--- src/rtl/rom_sequencer.sv ---
`default_nettype none
// ============================================================================
// Module   : rom_sequencer
// Brief    : Paged synchronous-read ROM with a valid/ready playback engine that
//            stops on a terminator entry or at the page end, optionally looping.
// Revision : 1.0 - initial release
// ============================================================================
module rom_sequencer #(
    parameter int                                      DATA_W    = 8,
    parameter int                                      ADDR_W    = 4,
    parameter int                                      NUM_PAGES = 10,
    parameter int                                      PAGE_W    = 4,
    parameter int                                      TERM_EN   = 1,
    parameter logic [DATA_W-1:0]                       TERM_VAL  = '0,
    parameter logic [NUM_PAGES*(2**ADDR_W)*DATA_W-1:0] INIT_DATA = '0
) (
    input  logic              clk,
    input  logic              rst_n,
    input  logic              start,
    input  logic [PAGE_W-1:0] page,
    input  logic              loop,
    input  logic              abort,
    output logic              out_valid,
    input  logic              out_ready,
    output logic [DATA_W-1:0] out_data,
    output logic              out_last,
    output logic              busy,
    output logic              done,
    output logic              err
);
    localparam int                c_depth     = 2**ADDR_W;
    localparam int                c_words     = NUM_PAGES*c_depth;
    localparam logic [ADDR_W-1:0] c_last_off  = '1;
    localparam logic [PAGE_W:0]   c_num_pages = (PAGE_W+1)'(NUM_PAGES);

    localparam logic [1:0] c_st_idle  = 2'd0;
    localparam logic [1:0] c_st_fetch = 2'd1;
    localparam logic [1:0] c_st_emit  = 2'd2;

    logic [1:0]        r_state;
    logic [PAGE_W-1:0] r_page;
    logic              r_loop;
    logic [ADDR_W-1:0] r_offset;
    logic              r_valid;
    logic [DATA_W-1:0] r_data;
    logic              r_last;
    logic              r_busy;
    logic              r_done;
    logic              r_err;

    logic [DATA_W-1:0]        w_rom [c_words];
    logic [ADDR_W-1:0]        w_rd_off;
    logic [PAGE_W+ADDR_W-1:0] w_addr;
    logic [DATA_W-1:0]        w_rd;
    logic                     w_hs;
    logic                     w_at_end;
    logic                     w_rd_en;
    logic                     w_term;
    logic                     w_seq_end;

    genvar gi;
    generate
        for (gi = 0; gi < c_words; gi++) begin : g_rom
            assign w_rom[gi] = INIT_DATA[gi*DATA_W +: DATA_W];
        end
    endgenerate

    // FETCH reads the current offset; a handshake in EMIT prefetches the next.
    assign w_rd_off  = (r_state == c_st_emit) ? r_offset + ADDR_W'(1) : r_offset;
    assign w_addr    = {r_page, w_rd_off};
    assign w_rd      = w_rom[w_addr];
    assign w_hs      = r_valid & out_ready;
    assign w_at_end  = (r_offset == c_last_off);
    assign w_rd_en   = (r_state == c_st_fetch) ||
                       ((r_state == c_st_emit) && w_hs && !w_at_end);
    assign w_term    = (TERM_EN != 0) && (w_rd == TERM_VAL);
    assign w_seq_end = (w_rd_en && w_term) ||
                       ((r_state == c_st_emit) && w_hs && w_at_end);

    always_ff @(posedge clk) begin
        if (!rst_n) begin
            r_state  <= c_st_idle;
            r_page   <= '0;
            r_loop   <= 1'b0;
            r_offset <= '0;
            r_valid  <= 1'b0;
            r_data   <= '0;
            r_last   <= 1'b0;
            r_busy   <= 1'b0;
            r_done   <= 1'b0;
            r_err    <= 1'b0;
        end else begin
            r_done <= 1'b0;
            r_err  <= 1'b0;
            if (abort) begin
                r_state  <= c_st_idle;
                r_offset <= '0;
                r_valid  <= 1'b0;
                r_last   <= 1'b0;
                r_busy   <= 1'b0;
            end else begin
                case (r_state)
                    c_st_idle: begin
                        if (start) begin
                            if ({1'b0, page} < c_num_pages) begin
                                r_page   <= page;
                                r_loop   <= loop;
                                r_offset <= '0;
                                r_busy   <= 1'b1;
                                r_state  <= c_st_fetch;
                            end else begin
                                r_err <= 1'b1;
                            end
                        end
                    end
                    c_st_fetch, c_st_emit: begin
                        if (w_seq_end) begin
                            r_valid  <= 1'b0;
                            r_last   <= 1'b0;
                            r_offset <= '0;
                            if (r_loop) begin
                                r_state <= c_st_fetch;
                            end else begin
                                r_state <= c_st_idle;
                                r_busy  <= 1'b0;
                                r_done  <= 1'b1;
                            end
                        end else if (w_rd_en) begin
                            r_data   <= w_rd;
                            r_valid  <= 1'b1;
                            r_last   <= (w_rd_off == c_last_off);
                            r_offset <= w_rd_off;
                            r_state  <= c_st_emit;
                        end
                    end
                    default: begin
                        r_state <= c_st_idle;
                        r_valid <= 1'b0;
                        r_busy  <= 1'b0;
                    end
                endcase
            end
        end
    end

    assign out_valid = r_valid;
    assign out_data  = r_data;
    assign out_last  = r_last;
    assign busy      = r_busy;
    assign done      = r_done;
    assign err       = r_err;

endmodule
`default_nettype wire

--- config.mk ---
export PLATFORM = sky130hd
export DESIGN_NAME = rom_sequencer
export DESIGN_NICKNAME = d
export VERILOG_FILES = /design/src/rtl/rom_sequencer.sv
export SDC_FILE = /design/constraint.sdc
export NUM_CORES = 1
export LEC_CHECK = 0
export ABC_AREA = 1
export BUFFER_PORTS_ARGS = -buffer_cell sky130_fd_sc_hd__buf_2
export CAP_MARGIN = 20
export CELL_PAD_IN_SITES_DETAIL_PLACEMENT = 1
export CELL_PAD_IN_SITES_GLOBAL_PLACEMENT = 1
export CORE_MARGIN = 1
export CORE_UTILIZATION = 30
export CTS_CLUSTER_SIZE = 40
export DETAILED_ROUTE_END_ITERATION = 10
export GPL_TIMING_DRIVEN = 0
export PLACE_DENSITY_LB_ADDON = 0.1
export SLEW_MARGIN = 20
export SYNTH_ARGS = -nofsm -noshare
export SYNTH_HDL_FRONTEND = slang
export SYNTH_SLANG_ARGS = --single-unit
--- constraint.sdc ---
create_clock -name clk -period 3.05 [get_ports clk]
set_input_delay 0.4575 -clock clk [delete_from_list [all_inputs] [get_ports clk]]
set_output_delay 0.4575 -clock clk [all_outputs]
set_load 0.005 [all_outputs]
* Word-level counts from Yosys, hierarchy flattened
Memory sizes are Yosys's and may differ from the RTL's. Index checks and enable logic that the tools add are counted.
Operators by class: add/subtract/negate cells 1, reductions and logical operators 22, multiplexer cells 26, eq/ne operators 9, bitwise gates (word level) 8, magnitude comparators 2
Operator list (number):
- $mux 4 | 5
- $mux 8 | 2
- $reduce_and 4->1 | 4
- $mux 1 | 11
- $ge 9x9->1 const B | 1
- $not 8->9 | 1
- $eq 4x4->1 const B | 2
- $logic_not 8->1 | 1
- $mux 2 | 4
- $ne 2x2->1 const B | 4
- $pmux 4 s2 | 1
- $reduce_or 4->1 | 2
- $not 1->1 | 6
- $add 4x1->4 const B | 1
- $logic_and 1x1->1 | 4
- $lt 4x4->1 const B | 1
- $pmux 1 s2 | 2
- $pmux 2 s2 | 1
- $reduce_and 2->1 | 2
- $reduce_bool 2->1 | 2
- $reduce_or 2->1 | 2
- $ne 3x3->1 const B | 1
- $reduce_and 3->1 | 1
- $eq 2x1->1 const B | 1
- 5 further kinds | 6
Word-level totals: word-level logic and storage cells 79, memory bits (read-only) 2048, output and inout port bits 13, memories 1, bits of input ports 10, bits in registers 24
Memories:
- (no name shown) | depth 256, bits a word 8, rd ports 1, clocked after Yosys merged registers in 0, write ports 0, line 71 | assign w_rd = w_rom[w_addr];

* Longest topological paths before layout
depth in word-level cells 11, mapped depth 9, gate-level depth less buffers 9

* Worst setup path after synthesis
Ideal clock, no wire load.
kind flip-flop to flip-flop, from register r_state[0], to register r_busy, in the netlist busy, library setup time 0.113 ns, stages on the path, launching flop included 9, slack 1.830 ns, required time 2.937 ns, data arrival time 1.108 ns, period minus slack after synthesis 1.220 ns, buffers on the path 0, cells stage by stage dfxtp_1 -> inv_1 -> ha_1 -> nand3_2 -> nand2_1 -> nor2_1 -> nand2_1 -> nand2_1 -> nor2_1
Between the ends: cells in the longest elaborated chain, start to end 11, elaborated cells on any way between the ends 22, those cells by class eq/ne: 6; mux: 4; bitwise: 1; reduce/logical: 10; memory: 1
RTL lines:
- from (decl) | line 40 | logic [1:0] r_state;
- from (signal assigned) | line 82 | r_state <= c_st_idle;
- from (signal assigned) | line 96 | r_state <= c_st_idle;
- from (signal assigned) | line 110 | r_state <= c_st_fetch;
- $eq 2x2->1
- $mux 4 | line 69 | assign w_rd_off = (r_state == c_st_emit) ? r_offset + ADDR_W'(1) : r_offset;
- $not 8->9 (implied by the code) | line 71
- $mem_v2 256x8
- $mux 8 (implied by the code) (2 in a row) | line 71
- $logic_not 8->1 | line 76 | assign w_term = (TERM_EN != 0) && (w_rd == TERM_VAL);
- $logic_and 1x1->1 | line 77 | assign w_seq_end = (w_rd_en && w_term) ||
- $logic_or 1x1->1 | line 77
- $ne 2x2->1 (no source line)
- $reduce_and 4->1 (no source line)
- to (signal assigned) | line 89 | r_busy <= 1'b0;
- to (signal assigned) | line 100 | r_busy <= 1'b0;
- to (signal assigned) | line 109 | r_busy <= 1'b1;
- to (decl) | line 47 | logic r_busy;
Parallel ways exist; a longest one is shown, timed or not. The select of a mux whose other input is x is not followed. A chain may end at the register's enable or synchronous reset.

* Worst setup path in the final report
Ends and elaborated chain as after synthesis.

==> flow_summary_export.csv <==
group,metric,value,unit
detailed_routing,first_iter_violations,3,
critical_path,path_delay_family,"simple AND/OR/NAND/NOR gates",
synthesis,synth_cell_type_count,14,
place,dp_hpwl,788,um
cts,clk_latency,0.26,ns
critical_path,worst_ep_arrival_time,1.54,ns
synthesis,synthTopCellsByArea,"dfxtp_1 33%, buf_4 13%, nand2_1 13%, ha_1 10%, inv_1 8.6%",
detailed_routing,vias_per_cell,4.17,
critical_path,r2r_setup_slack,1.67,ns
cts,cts_sinks,8,
final_layout,areaGrowthSynthToFinish,27.9,%
critical_path,worst-path-buf-inv,1,
detailed_routing,wl,959,um
sta,rsz0062_at_grt,"no",
sta,setup_viol,0,
grt,grt_pass1_wl,1570,um
detailed_routing,ant_nets,0,
synthesis,synth.most_common_cell,"nand2_1",
cts,path_clk_slew,0.06,ns
hold_path,hp-start,"out_last$_SDFFE_PP0P_",
hold_path,min_path_cells,2,
synthesis,yosysSeqAreaShare,33.4,%
critical_path,critPathKind,"register to register",
critical_path,crit_path_frequent_cell,"nand2_1",
detailed_routing,vias,442,
critical_path,crit_path_end_kind,"register",
grt,grt_pass1_vias,416,
floorplan,ios,23,
cts,hold_buffers,0,
place,port_buffers,13,
grt,grt_max_degree,5,
synthesis,synth_edf_count,0,
floorplan,dieArea,1760,um^2
critical_path,reg2reg_to,"busy$_SDFFE_PP0P_",
place,gp_congestion,0.727,
sta,fmax,726,MHz
critical_path,worstReg2RegStart,"r_state[0]$_SDFFE_PP0P_",
critical_path,cp_max_fo,3,
synthesis,synthArstFlopShare,0,%
critical_path,cp_slowest_stage_delay,0.36,ns
sta,tns,0,ns
critical_path,slowest_stage,"dfxtp_1",
job,max_cap_violations,0,
cts,clock_path_buffers,2,
sta,hold_viol,0,
power,power.density,381,nW/um^2
synthesis,synth_area_per_cell,7.15,um^2
sta,fin_crit,1.38,ns
critical_path,crit_chain,"inv_1 -> ha_1 -> nand3_2 -> nand2_1 -> nor2_1 -> nand2_1 -> nand2_1 -> nor2_1",
grt,antenna_found_initial,0,
sta,fin_skew,0.00304,ns
synthesis,synth_common_cells,"16 x nand2_1, 11 x inv_1, 8 x buf_4, 8 x dfxtp_1, 7 x nor2_1",
grt,grt_use_total,12.4,%
cts,cts_setup_buffers,0,
synthesis,synth_ff_type,"dfxtp_1",
final_layout,fin_nets,106,
final_layout,drive_gt1_share,30.0,%
synthesis,ys_seq_elements,8,
cts,root_buffer,"clkbuf_4",
status,outcome,"completed",
place,dp.cells,103,
cts,numCtsBuffers,3,
floorplan,initial_core_util,31.8,%
final_layout,instances_no_fill,106,
critical_path,start_kind,"register",
detailed_routing,route.detailed.wl_per_inst,9.05,um
cts,cts_resized,0,
floorplan,rows,14,
floorplan,core_area,1510,um^2
floorplan,die_w,42.0,um
synthesis,yosys_warnings,0,
detailed_routing,drt-pass1-iter-count,4,
synthesis,synth_top_area_share,33.4,%
critical_path,ff2ff_path_depth,8,
synthesis,synth_area,479,um^2
hold_path,worstHoldPathType,"register to register",
critical_path,worst_ep_required_time,3.21,ns
synthesis,yosysTopAreaCell,"dfxtp_1",
synthesis,synthCells,67,
cts,cts_tree,"done",
cts,htreeDepth,1,
final_layout,antennaDiodeCount,0,
detailed_routing,drc_errors,0,
power,power.leakage,0.371,nW
sta,post-route-period-util,45.2,%
hold_path,whs_endpoint,"out_last$_SDFFE_PP0P_",
floorplan,die_h,42.0,um
grt,grt_remaining_overflow,0,
sta,slew_violations,0,
power,peakVddDrop,154,uV
[cells by family (layout without fill, tap and decap cells)]
logic type	after synthesis	count (layout)	synth area share [%]
compound gates	3	3	3.13
buf+inv	19	35	21.1
fa+ha+maj	4	4	10.4
other cells	1	8	0.783
simple gates	32	32	31.1
flops	8	8	33.4
[report_power, final]
part / total (mW) / internal, mW / switching [mW]
Clock: 0.0855 / 0.0453 / 0.0402
Combinational: 0.0394 / 0.0188 / 0.0206
Sequential: 0.109 / 0.107 / 0.00167
[routing by layer]
layer,vias to the layer above,track usage (%),wire (um)
li1,233,-,-
met1,190,11.8,386
met2,15,20.6,473
met3,4,2.61,66
met4,0,13.5,32
met5,-,0,0
[state kept, by name (all words and copies together), names as in the netlist]
| signal | count |
|---|---|
| r_loop | 1 |
| busy | 1 |
| out_valid | 1 |
| out_last | 1 |
| r_state | 2 |
| done | 1 |
| err | 1 |
[worst max-delay path by stage]
stage,start,endpoint,cells after the start
2_1_floorplan,r_state[0]$_SDFFE_PP0P_,busy$_SDFFE_PP0P_,8
3_3_place_gp,r_state[0]$_SDFFE_PP0P_,busy$_SDFFE_PP0P_,8
3_5_place_dp,r_state[0]$_SDFFE_PP0P_,busy$_SDFFE_PP0P_,8
4_1_cts,r_state[0]$_SDFFE_PP0P_,busy$_SDFFE_PP0P_,8
5_1_grt,r_state[0]$_SDFFE_PP0P_,busy$_SDFFE_PP0P_,8
6_report,r_state[0]$_SDFFE_PP0P_,busy$_SDFFE_PP0P_,8
[placed cells by master, fill, tap and decap left out, types with 3 or more instances in the layout]
master,Yosys,routed
nand2_1,16,16
buf_2,0,13
inv_1,11,11
buf_4,8,8
conb_1,1,8
dfxtp_1,8,8
nor2_1,7,7
ha_1,4,4
nand3_2,3,3
clkbuf_4,0,3
[stage by stage]
stage | utilization (%) | worst slack (ns) | hold slack, ns | power, mW | cell area [um^2]
detailed placement | 39.2 | 1.69 | 0.434 | 0.151 | 591
global route | 40.7 | 1.59 | 0.462 | 0.249 | 613
global placement | 39.2 | 1.71 | 0.422 | 0.150 | 591
floorplan | - | 1.83 | 0.421 | 0.140 | 505
CTS | 40.7 | 1.67 | 0.440 | 0.240 | 613
finish | 40.7 | 1.67 | 0.439 | 0.234 | 613
[worst min-delay path, stage by stage (launching register included)]
cell and delay [ns]:
dfxtp_1 0.31, nand2_1 0.06, nor2_1 0.03
[cell type report]
cell class	instances	area, um^2
clock buffer	3	22.5
multi-input combinational	47	244
tap	16	20.0
buffer	8	60.1
fill	214	893
timing repair buffer	13	65.1
sequential	8	160
inverter	11	41.3
Power figures use the tool's default switching activity.
